===== config.mk =====
export PLATFORM = sky130hd
export DESIGN_NAME = fwd_hazard_ctrl
export DESIGN_NICKNAME = d
export VERILOG_FILES = /design/src/rtl/fwd_hazard_ctrl_pkg.sv /design/src/rtl/fwd_hazard_ctrl_sel_calc.sv /design/src/rtl/fwd_hazard_ctrl.sv
export SDC_FILE = /design/constraint.sdc
export NUM_CORES = 1
export LEC_CHECK = 0
export BUFFER_PORTS_ARGS = -buffer_cell sky130_fd_sc_hd__buf_2
export CAP_MARGIN = 10
export CORE_AREA = 2 2 66 68
export DETAILED_ROUTE_END_ITERATION = 7
export DIE_AREA = 0 0 68 70
export PLACE_DENSITY = 0.83
export SETUP_SLACK_MARGIN = 0.02
export SLEW_MARGIN = 25
export SYNTH_ARGS = -nofsm -noshare
export SYNTH_HDL_FRONTEND = slang
export SYNTH_SLANG_ARGS = --single-unit

===== constraint.sdc =====
create_clock -name clk_i -period 1.8 [get_ports clk_i]
set_input_delay 0.09 -clock clk_i [delete_from_list [all_inputs] [get_ports clk_i]]
set_output_delay 0.09 -clock clk_i [all_outputs]
set_load 0.03 [all_outputs]

===== src/rtl/fwd_hazard_ctrl_pkg.sv =====
// Shared constants and the per-stage bookkeeping record for the forwarding/hazard controller.
package fwd_hazard_ctrl_pkg;

    localparam int PKG_REG_AW = 5;

    // Operand mux select encoding; 2'b11 is never produced.
    localparam logic [1:0] FWD_RF  = 2'b00;
    localparam logic [1:0] FWD_WB  = 2'b01;
    localparam logic [1:0] FWD_MEM = 2'b10;

    localparam logic [PKG_REG_AW-1:0] REG_ZERO = '0;

    typedef struct packed {
        logic [PKG_REG_AW-1:0] rd;
        logic                  regwrite;
        logic                  memread;
    } stage_info_t;

    localparam stage_info_t STAGE_BUBBLE = '0;

endpackage


===== src/rtl/fwd_hazard_ctrl_sel_calc.sv =====
// Priority compare of one source register against the EX and MEM stage writers.
// EX is checked first: its result is the newest value once the ID instruction reaches EX.
module fwd_sel_calc
    import fwd_hazard_ctrl_pkg::*;
(
    input  logic [PKG_REG_AW-1:0] src,
    input  logic [PKG_REG_AW-1:0] ex_rd,
    input  logic                  ex_regwrite,
    input  logic [PKG_REG_AW-1:0] mem_rd,
    input  logic                  mem_regwrite,
    output logic [1:0]            sel
);

    // Newest matching writer wins; register zero is never forwarded.
    always_comb begin
        sel = FWD_RF;
        if (ex_regwrite && (ex_rd != REG_ZERO) && (ex_rd == src)) begin
            sel = FWD_MEM;
        end else if (mem_regwrite && (mem_rd != REG_ZERO) && (mem_rd == src)) begin
            sel = FWD_WB;
        end
    end

endmodule


===== src/rtl/fwd_hazard_ctrl.sv =====
// Forwarding and load-use hazard control for the EX-stage operand muxes.
// Tracks EX/MEM/WB destination info, registers forward selects on the ID->EX
// transfer and requests a one-cycle stall when a load in EX feeds the ID instruction.
module fwd_hazard_ctrl
    import fwd_hazard_ctrl_pkg::*;
#(
    parameter int REG_AW = PKG_REG_AW,   // must match the package record width
    parameter int CNT_W  = 16
) (
    input  logic              clk_i,
    input  logic              rst_i,
    input  logic [REG_AW-1:0] id_rs_i,
    input  logic [REG_AW-1:0] id_rt_i,
    input  logic [REG_AW-1:0] id_rd_i,
    input  logic              id_regwrite_i,
    input  logic              id_memread_i,
    input  logic              flush_i,
    output logic [1:0]        forward_a_o,
    output logic [1:0]        forward_b_o,
    output logic              stall_o,
    output logic [REG_AW-1:0] mem_rd_o,
    output logic [REG_AW-1:0] wb_rd_o,
    output logic [CNT_W-1:0]  stall_cnt_o
);

    localparam logic [CNT_W-1:0] CNT_MAX = '1;

    stage_info_t id_info;
    stage_info_t ex_q;
    stage_info_t mem_q;
    stage_info_t wb_q;
    logic        bubble;
    logic [1:0]  sel_a;
    logic [1:0]  sel_b;
    logic        unused_bits;

    assign id_info = '{rd: id_rd_i, regwrite: id_regwrite_i, memread: id_memread_i};

    // Both rs and rt are compared regardless of whether the instruction reads them;
    // a taken branch squashes the consumer, so no stall is needed then.
    assign stall_o = ex_q.memread && (ex_q.rd != REG_ZERO)
                   && ((ex_q.rd == id_rs_i) || (ex_q.rd == id_rt_i))
                   && !flush_i;

    assign bubble = stall_o | flush_i;

    fwd_sel_calc u_sel_a (
        .src          (id_rs_i),
        .ex_rd        (ex_q.rd),
        .ex_regwrite  (ex_q.regwrite),
        .mem_rd       (mem_q.rd),
        .mem_regwrite (mem_q.regwrite),
        .sel          (sel_a)
    );

    fwd_sel_calc u_sel_b (
        .src          (id_rt_i),
        .ex_rd        (ex_q.rd),
        .ex_regwrite  (ex_q.regwrite),
        .mem_rd       (mem_q.rd),
        .mem_regwrite (mem_q.regwrite),
        .sel          (sel_b)
    );

    // Advance the stage records and register the selects for the instruction entering EX.
    always_ff @(posedge clk_i or negedge rst_i) begin
        if (!rst_i) begin
            ex_q        <= STAGE_BUBBLE;
            mem_q       <= STAGE_BUBBLE;
            wb_q        <= STAGE_BUBBLE;
            forward_a_o <= FWD_RF;
            forward_b_o <= FWD_RF;
        end else begin
            ex_q        <= bubble ? STAGE_BUBBLE : id_info;
            mem_q       <= ex_q;
            wb_q        <= mem_q;
            forward_a_o <= bubble ? FWD_RF : sel_a;
            forward_b_o <= bubble ? FWD_RF : sel_b;
        end
    end

    // Count stall cycles, holding at the maximum value.
    always_ff @(posedge clk_i or negedge rst_i) begin
        if (!rst_i) begin
            stall_cnt_o <= '0;
        end else if (stall_o && (stall_cnt_o != CNT_MAX)) begin
            stall_cnt_o <= stall_cnt_o + CNT_W'(1);
        end
    end

    assign mem_rd_o = mem_q.rd;
    assign wb_rd_o  = wb_q.rd;

    // Load/write flags past EX are carried for completeness but not needed here.
    assign unused_bits = ^{mem_q.memread, wb_q.regwrite, wb_q.memread};

endmodule


==> Word level (Yosys, flattened, before mapping) <==
Cells that the tools add are included.
{ "totals": {"word_cells": 37, "inputBits": 20, "ff_bits": 38, "out_inout_bits": 31} }
{ "op_classes": {"muxes": 7, "bitwise": 1, "n_addsub": 1, "n_eq_ne": 5, "reduce_logical": 14} }
{ "op_table": {"columns": ["cell", "n"], "rows": [
  ["5-bit equality test", 4],
  ["16-bit by 1-bit adder with 16-bit output (second input constant)", 1],
  ["16-bit != test (second input constant)", 1],
  ["1-bit logical AND", 10],
  ["5-bit nonzero test", 2],
  ["2-bit 2-to-1 mux", 4],
  ["7-bit 2-to-1 mux", 1],
  ["1-bit 2-to-1 mux", 2],
  ["1-bit zero test", 1],
  ["1-bit logical OR", 1],
  ["1-bit OR", 1]
]} }

==> Depth between registers and ports, before layout <==
Gate-level depths: netlist (run 1).
{ "logic_depth": {"depth_word": 6, "depth_mapped": 7, "mapped_depth_nobuf": 7} }

==> Cells and area by module <==
A second synthesis (run 1) with hierarchy kept.
{ "unflattened": {"cells_unflattened": 180, "hier_area_um2": 1995.7} }
{ "modules_own_cells": {"columns": ["module", "seq_area_each_um2", "n_inst", "cells_per_inst", "area_per_inst_um2"], "rows": [
  ["fwd_hazard_ctrl", 950.9, 1, 140, 1692.9],
  ["fwd_sel_calc", 0.0, 2, 20, 151.4]
]} }

==> Worst setup path after synthesis (run 1) <==
Ideal clock, no wire load.
{ "synth_timing": {"path_type": "register to register", "startpoint": "reg stall_cnt_o[0]", "endpoint": "reg stall_cnt_o[1]", "required_ns": 1.675, "arrival_ns": 1.918, "path_stages_with_launch": 7, "setup_ns": 0.125, "period_less_slack_ns": 2.043, "setup_slack_ns": -0.243, "path_buffers": 0, "cell_sequence": "dfrtp_1 > ha_1 > nand4_2 > nor3_2 > a211oi_2 > o21ai_2 > mux2_4"} }
{ "synth_via": {"elab_chain_cells": 2, "elab_cells_between_ends": 3, "classes_between": "add/sub (1); eq/ne (1); reduce/logical (1)"} }
{ "synth_lines": {"columns": ["item", "line", "text"], "rows": [
  ["from (decl)", "fwd_hazard_ctrl.sv:23", "output logic [CNT_W-1:0] stall_cnt_o"],
  ["from (signal assigned)", "fwd_hazard_ctrl.sv:87", "stall_cnt_o <= stall_cnt_o + CNT_W'(1);"],
  ["parallel branches: the longest is 2 deep, another holds 16-bit by 1-bit adder with 16-bit output", null, null]
]} }
Several ways; the timed one is not identified.
A chain may end at the register's enable or synchronous reset.

==> Worst setup path in the final report (run 1) <==
{ "layout_timing": {"startpoint": "reg ex_q[5] in the netlist's numbering", "endpoint": "out stall_o"} }
{ "layout_via": {"elab_chain_cells": 4, "elab_cells_between_ends": 7, "classes_between": "eq/ne (2); reduce/logical (5)"} }
{ "layout_lines": {"columns": ["item", "line", "text"], "rows": [
  ["from (decl)", "fwd_hazard_ctrl.sv:29", "stage_info_t ex_q;"],
  ["from (signal assigned)", "fwd_hazard_ctrl.sv:74", "ex_q <= bubble ? STAGE_BUBBLE : id_info;"],
  ["5-bit equality test or 5-bit nonzero test (tied branches)", "fwd_hazard_ctrl.sv:42, fwd_hazard_ctrl.sv:41", null],
  ["1-bit logical OR or 1-bit logical AND (tied branches)", "fwd_hazard_ctrl.sv:42, fwd_hazard_ctrl.sv:41", null],
  ["1-bit logical AND *", "fwd_hazard_ctrl.sv:42", "&& ((ex_q.rd == id_rs_i) || (ex_q.rd == id_rt_i))"],
  ["1-bit logical AND *", "fwd_hazard_ctrl.sv:43", "&& !flush_i;"],
  ["to (decl)", "fwd_hazard_ctrl.sv:20", "output logic stall_o,"]
]} }
Mark *: on every way between the ends. The rest lies on a longest branch, timed or not.

==> impl_metrics.yaml, run 1 <==
outcome:
  status: "finished clean"
die:
  dieArea_mm2: 0.00476
  rows: 24
  core_mm2: 0.00414
  die_w_um: 68
  die_h_um: 70
  io-pin-count: 51
  start_util_pct: 42.8
hold_path:
  hold_start: "id_rd_i[1]"
  hold_path_class: "in2reg"
  holdPathStages: 2
  holdPathEnd: "ex_q[3]"
clock_network:
  cts_tree: "built"
  clockBufferDepth: 2
  root_buffer: "clkbuf_8"
  clock_sinks: 38
  htreeDepth: 2
  cts_made_buffers: 5
  clk_latency_ns: 0.29
  clk_pin_slew_ns: 0.06
logic_synthesis:
  ys_seq_elements: 38
  synth_fa_ha_area_share_pct: 0.705
  seq_area_frac_synth_pct: 53.6
  async_reset_ff_share_pct: 100
  ys.flop_type: "dfrtp_1"
  synth_area_per_cell_um2: 11.8
  synth_compound_area_share_pct: 5.01
  synthesis.nets: 171
  yosys.area_share.simple_pct: 21.7
  synth_area_leader_cell: "dfrtp_1"
  yosysTopAreaCellShare_pct: 53.6
  ys_types: 33
  yosys-top-cells-count: "dfrtp_1, xnor2_1, xor2_1"
  synthMuxAreaShare_pct: 3.39
  synthCells: 150
  synth_xor_xnor_area_share_pct: 14.8
  synth_warnings: 0
  synthMostInstantiatedCell: "dfrtp_1"
  synth_top_family_by_area: "simple AND/OR/NAND/NOR gates"
  synth_edf_count: 0
  netlist_top_cells_area: "dfrtp_1, xnor2_1, xor2_1"
  netlist_area_mm2: 0.00177
timing:
  fin_setup_tns_ns: 0
  hold_viol: 0
  skew_ns: 0.00565
  finalCritPeriodShare_pct: 99.9
  fmax_mhz: 556
  rsz0062_at_grt: "true"
  slew_viol_final: 0
  slew_headroom_pct: 47.3
  holdWs_ns: 0.00988
  fin_crit_ns: 1.80
  worst_pin_slew_ns: 0.791
  setup_viol_count_final: 0
critical_path:
  cp_slowest_cell: "dfrtp_2"
  crit_required_ns: 1.71
  cp_cell_sequence: "nor3_2, a21bo_2, nor2_2, buf_4, and2_1, buf_4"
  path_max_fanout: 4
  cp-start-kind: "flop"
  r2r_setup_slack_ns: 0.05
  crit_top_cell: "buf_4"
  reg2regPathDepth: 6
  worstPathArrival_ns: 1.71
  crit_type: "reg2out"
  r2r_start: "ex_q[2]"
  end_kind: "output port"
  max_stage_delay_ns: 0.44
  rr_endpoint: "stall_cnt_o[1]"
routing:
  dr.pass1.iters: 4
  wl_um: 3970
  post-route-drc-count: 0
  drt-vias-per-instance: 5.10
  drt-initial-drc-count: 87
  routedWlPerCell_um: 14.4
  route.vias.total: 1402
  ant_nets: 0
layout:
  diodes: 0
  num-nets-final: 243
  drive_gt1_share_pct: 49.3
  syn2layout_area_growth_pct: 37.7
  final_area_mm2: 0.00244
power_and_ir_drop:
  clockPowerShare_pct: 37.3
  p_switching_w: 0.000490
  p_int_w: 0.00146
  p_sw_share_pct: 25.1
  p_leak_nw: 1.18
  power_density_mw_per_mm2: 799
  ir_drop_mv: 0.262
  pwr-share-seq_pct: 48.5
  p_comb_share_pct: 14.2
placed_design:
  dp_hpwl_um: 2790
  io_buffer_count: 50
  postPlaceCellArea_mm2: 0.00219
  globalplace.congestion: 0.888
global_routing:
  grt_overflow_total: 0
  grt_usage_pct: 17.4
  antenna_found_initial: 0
  grt_use_met2_pct: 26.1
  grt_first_pass_wirelength_um: 6200
  grt_busiest_layer: "met2"
  grt_max_degree: 39
  grt_pass1_vias: 1337
  met1_usage_pct: 23.3
  gr-usage-met3_pct: 4.51
flow_run:
  max_cap_viol_count: 0
==> metal layers <==
layer  routed length [µm]  part of all wire (%)  vias up
met5                    0                     0        -
met4                  103                   2.6        0
met3                  180                   4.5        9
met2                 2040                    51       34
met1                 1640                    41      688
li1                     -                     -      671
==> cell type report <==
cell class / count / area (µm²)
flip-flops and latches: 38 / 965
well taps: 52 / 65.1
multi-input cells: 110 / 911
repair buffers: 66 / 383
inverters: 1 / 3.75
clock inverters: 1 / 30.0
clock buffers: 7 / 86.3
fillers: 345 / 1700
==> metrics by stage <==
step                instances  power, W  setup slack, ns  util (%)
finish                    275   0.00195          0.00115      59.0
global route              275   0.00203          -0.0760      59.0
CTS                       272   0.00195        -0.000537      56.8
detailed placement        260   0.00121           0.0174      52.9
global placement          260   0.00121           0.0728      52.9
floorplan                 150   0.00111           0.0101         -
==> flip-flops by register name, summed over array words and instances (netlist names) <==
signal / flops
mem_q: 1
forward_a_o: 2
stall_cnt_o: 16
forward_b_o: 2
ex_q: 7
mem_rd_o: 5
wb_rd_o: 5
==> logic make-up after synthesis <==
kind of cell | after synthesis
xor gates and xnor gates | 30
buffers and inverters | 2
adders and majority gates | 1
muxes | 5
AOI/OAI and AO/OA | 12
and+or+nand+nor | 62
DFF | 38
==> what timing repair did <==
action,4_1_cts,5_1_grt
endpoints found under the hold margin,38,0
resized for setup,4,14
endpoints found under the setup margin,3,23
hold buffers,1,0
cloned,0,0
pin swaps,4,8
buffers inserted,3,3
==> worst max path at each step <==
stage	from	end	cells after the start
after global routing	ex_q[5]	stall_o	6
after CTS	stall_cnt_o[1]	stall_cnt_o[1]	6
after detailed placement	stall_cnt_o[0]	stall_cnt_o[8]	7
after floorplan	stall_cnt_o[0]	stall_cnt_o[1]	6
after global placement	stall_cnt_o[1]	stall_cnt_o[1]	6
final	ex_q[5]	stall_o	6
==> power by group through the flow <==
stage	logic, W	registers [W]	clock network (W)
finish	0.000277	0.000947	0.000729
detailed placement	0.000253	0.000960	0
CTS	0.000262	0.000944	0.000749
global route	0.000305	0.000952	0.000774
global placement	0.000251	0.000955	0
floorplan	0.000100	0.00101	0
==> worst max-delay path, delay by kind of cell (launching register included) <==
kind / cells / cell delay, ns
compound gates: 1 / 0.23
flops: 1 / 0.44
buf+inv: 2 / 0.31
simple gates: 3 / 0.44
==> cells in the final DEF, fill, tap and decap left out, types with 2 or more instances in the layout <==
cell type | netlist | routed
nor2_2 | 0 | 2
nand2_2 | 1 | 2
buf_4 | 0 | 14
dfrtp_1 | 38 | 27
and2_1 | 8 | 8
buf_2 | 0 | 49
buf_6 | 1 | 2
xnor2_2 | 0 | 2
nor3_2 | 5 | 7
nor4_4 | 0 | 2
nand2_1 | 5 | 4
a31oi_1 | 2 | 2
nand3_1 | 11 | 11
nor3_1 | 6 | 3
mux2_1 | 4 | 4
o21ai_0 | 4 | 4
dfrtp_2 | 0 | 11
nor2_1 | 9 | 7
xnor2_1 | 15 | 13
xor2_1 | 15 | 15
nand4_1 | 7 | 7
clkbuf_8 | 0 | 6
No activity file was read; power rests on OpenSTA's default activity.
==> inputs of run 2 (changes only) <==
==> constraint.sdc (replaced) <==
create_clock -name clk_i -period 1.8 [get_ports clk_i]
set_input_delay 0.54 -clock clk_i [delete_from_list [all_inputs] [get_ports clk_i]]
set_output_delay 0.54 -clock clk_i [all_outputs]
set_load 0.03 [all_outputs]
==> run 2 against run 1 <==
  * The flow now finishes with violations (setup timing)
  * Combinational power grew 23%
  * Hold slack improved by 0.16 ns
  * Final cell count rose by 6.9%
  * Critical path depth did not move
  * Global-route usage up 2.1 points
  * Register-to-register slack got worse by 0.12 ns
  * Fmax decreased by 18%
  * Sequential cell count unchanged
  * Die area stayed put
  * Setup slack lost 0.41 ns
  * Critical path type unchanged
  * Critical endpoint unchanged
  * Largest power group unchanged
==> impl_metrics.yaml, run 2 (synthesis gave the netlist of run 1 again) <==
critical_path:
  crit_required_ns: 1.26
  worstPathArrival_ns: 1.67
  path_buf_inv: 2
  cp-start-kind: "flop"
  path_max_fanout: 4
  cp_cell_sequence: "buf_4, nor3_2, a21bo_2, nor2_1, and2_4, buf_6"
  cp_top_family: "simple AND/OR/NAND/NOR gates"
  r2r_setup_slack_ns: -0.07
  end_kind: "output port"
  max_stage_delay_ns: 0.43
  crit_type: "reg2out"
  cp_slowest_cell: "dfrtp_2"
clock_network:
  clk_latency_ns: 0.30
  cts_made_buffers: 5
  clk_pin_slew_ns: 0.08
  root_buffer: "clkbuf_8"
  clockBufferDepth: 2
  cts_tree: "built"
  htreeDepth: 2
  clock_sinks: 38
die:
  start_util_pct: 42.8
  die_h_um: 70
  io-pin-count: 51
  die_w_um: 68
  rows: 24
  dieArea_mm2: 0.00476
  core_mm2: 0.00414
placed_design:
  place_ws_ns: -0.293
  dp_hpwl_um: 3170
  io_buffer_count: 50
  globalplace.congestion: 0.850
  postPlaceCellArea_mm2: 0.00234
timing:
  slew_viol_final: 0
  worst_pin_slew_ns: 0.450
  setup_viol_count_final: 4
  finalCritPeriodShare_pct: 123
  skew_ns: 0.00848
  worst_slack_ns: -0.406
  hold_viol: 0
  rsz0062_at_grt: "true"
  fmax_mhz: 453
  slew_headroom_pct: 70.0
  fin_crit_ns: 2.21
layout:
  syn2layout_area_growth_pct: 49.2
  reg.largest.list: "stall_cnt_o: 16 flops, ex_q: 7 flops"
  num-nets-final: 262
  drive_gt1_share_pct: 55.4
  largest_reg_flops: 16
  final_area_mm2: 0.00265
  multi_input_area_um2: 942
  regArea_um2: 963
  largest_register: "stall_cnt_o"
  final_common_cell: "buf_2"
  fillers: 309
  final_cell_mix: "buf_2, buf_4, dfrtp_1, xor2_1, xnor2_1"
  diodes: 0
  finish.utilization_pct: 63.9
global_routing:
  gr-usage-met3_pct: 5.80
  grt_max_degree: 22
  grt_use_met2_pct: 30.2
  met1_usage_pct: 24.0
  grt_usage_pct: 19.5
  grt_busiest_layer: "met2"
  antenna_found_initial: 0
  grt_pass1_vias: 1468
  grt_first_pass_wirelength_um: 6810
  grt_overflow_total: 0
routing:
  drt-initial-drc-count: 117
  dr.pass1.iters: 4
  drt-vias-per-instance: 5.25
  ant_nets: 0
  routedWlPerCell_um: 15.5
  wl_um: 4570
  post-route-drc-count: 0
  route.vias.total: 1544
power_and_ir_drop:
  ir_drop_mv: 0.431
  p_leak_nw: 1.32
  power_density_mw_per_mm2: 808
hold_path:
  hold_path_class: "in2async"
flow_run:
  max_cap_viol_count: 0
outcome:
  violations: "setup timing"
  status: "complete, but fails checks"
==> run 2: cell types whose count changed in the layout (fill, tap and decap cells not counted), moves of 2 or more <==
cell / previous run / this run
buf_4: 14 / 33
nor2_2: 2 / 0
xor2_1: 15 / 13
xor2_2: 0 / 2
==> run 2: what timing repair did <==
action / in CTS / in global routing
hold buffers: 0 / 0
setup endpoints to repair: 10 / 22
pin swaps: 3 / 8
buffers inserted: 1 / 6
endpoints found under the hold margin: 0 / 0
gates resized for setup: 7 / 16
==> run 2: power breakdown <==
group | switching (W) | leakage, nW | internal [W]
logic | 0.000190 | 0.757 | 0.000152
registers | 0.0000352 | 0.490 | 0.000894
clock network | 0.000313 | 0.0683 | 0.000555
==> run 2: worst paths after layout <==
kind	end	startpoint	cells past startpoint
worst max-delay path	stall_o	ex_q[2]	6
max in group asynchronous	ex_q[5]	rst_i	2
min in group clk_i	mem_q[1]	ex_q[1]	0
worst min-delay path	wb_rd_o[2]	rst_i	1
worst min register to register	mem_q[1]	ex_q[1]	0
worst max register to register	stall_cnt_o[15]	ex_q[3]	7
==> run 2: final cells by class <==
class	instances	area share (%)
Multi-Input combinational cell	110	35.6
Sequential cell	38	36.4
Timing Repair Buffer	85	20.2
Tap cell	52	2.46
Clock buffer	5	2.60
Clock inverter	3	2.60
Inverter	1	0.142
==> run 2: routing by layer <==
layer  part of all wire (%)  vias up
met5                      0        -
met2                     51       55
li1                       -      712
met1                     40      761
met4                    3.3        0
met3                    6.1       16
==> run 2: per-stage QoR <==
step	hold slack, ns	setup TNS [ns]	power, W	cells
floorplan	0.244	-0.279	0.00110	150
global placement	0.396	-2.53	0.00124	280
detailed placement	0.416	-3.11	0.00126	280
CTS	0.177	-0.340	0.00212	289
global route	0.204	-0.970	0.00221	294
finish	0.173	-0.550	0.00214	294
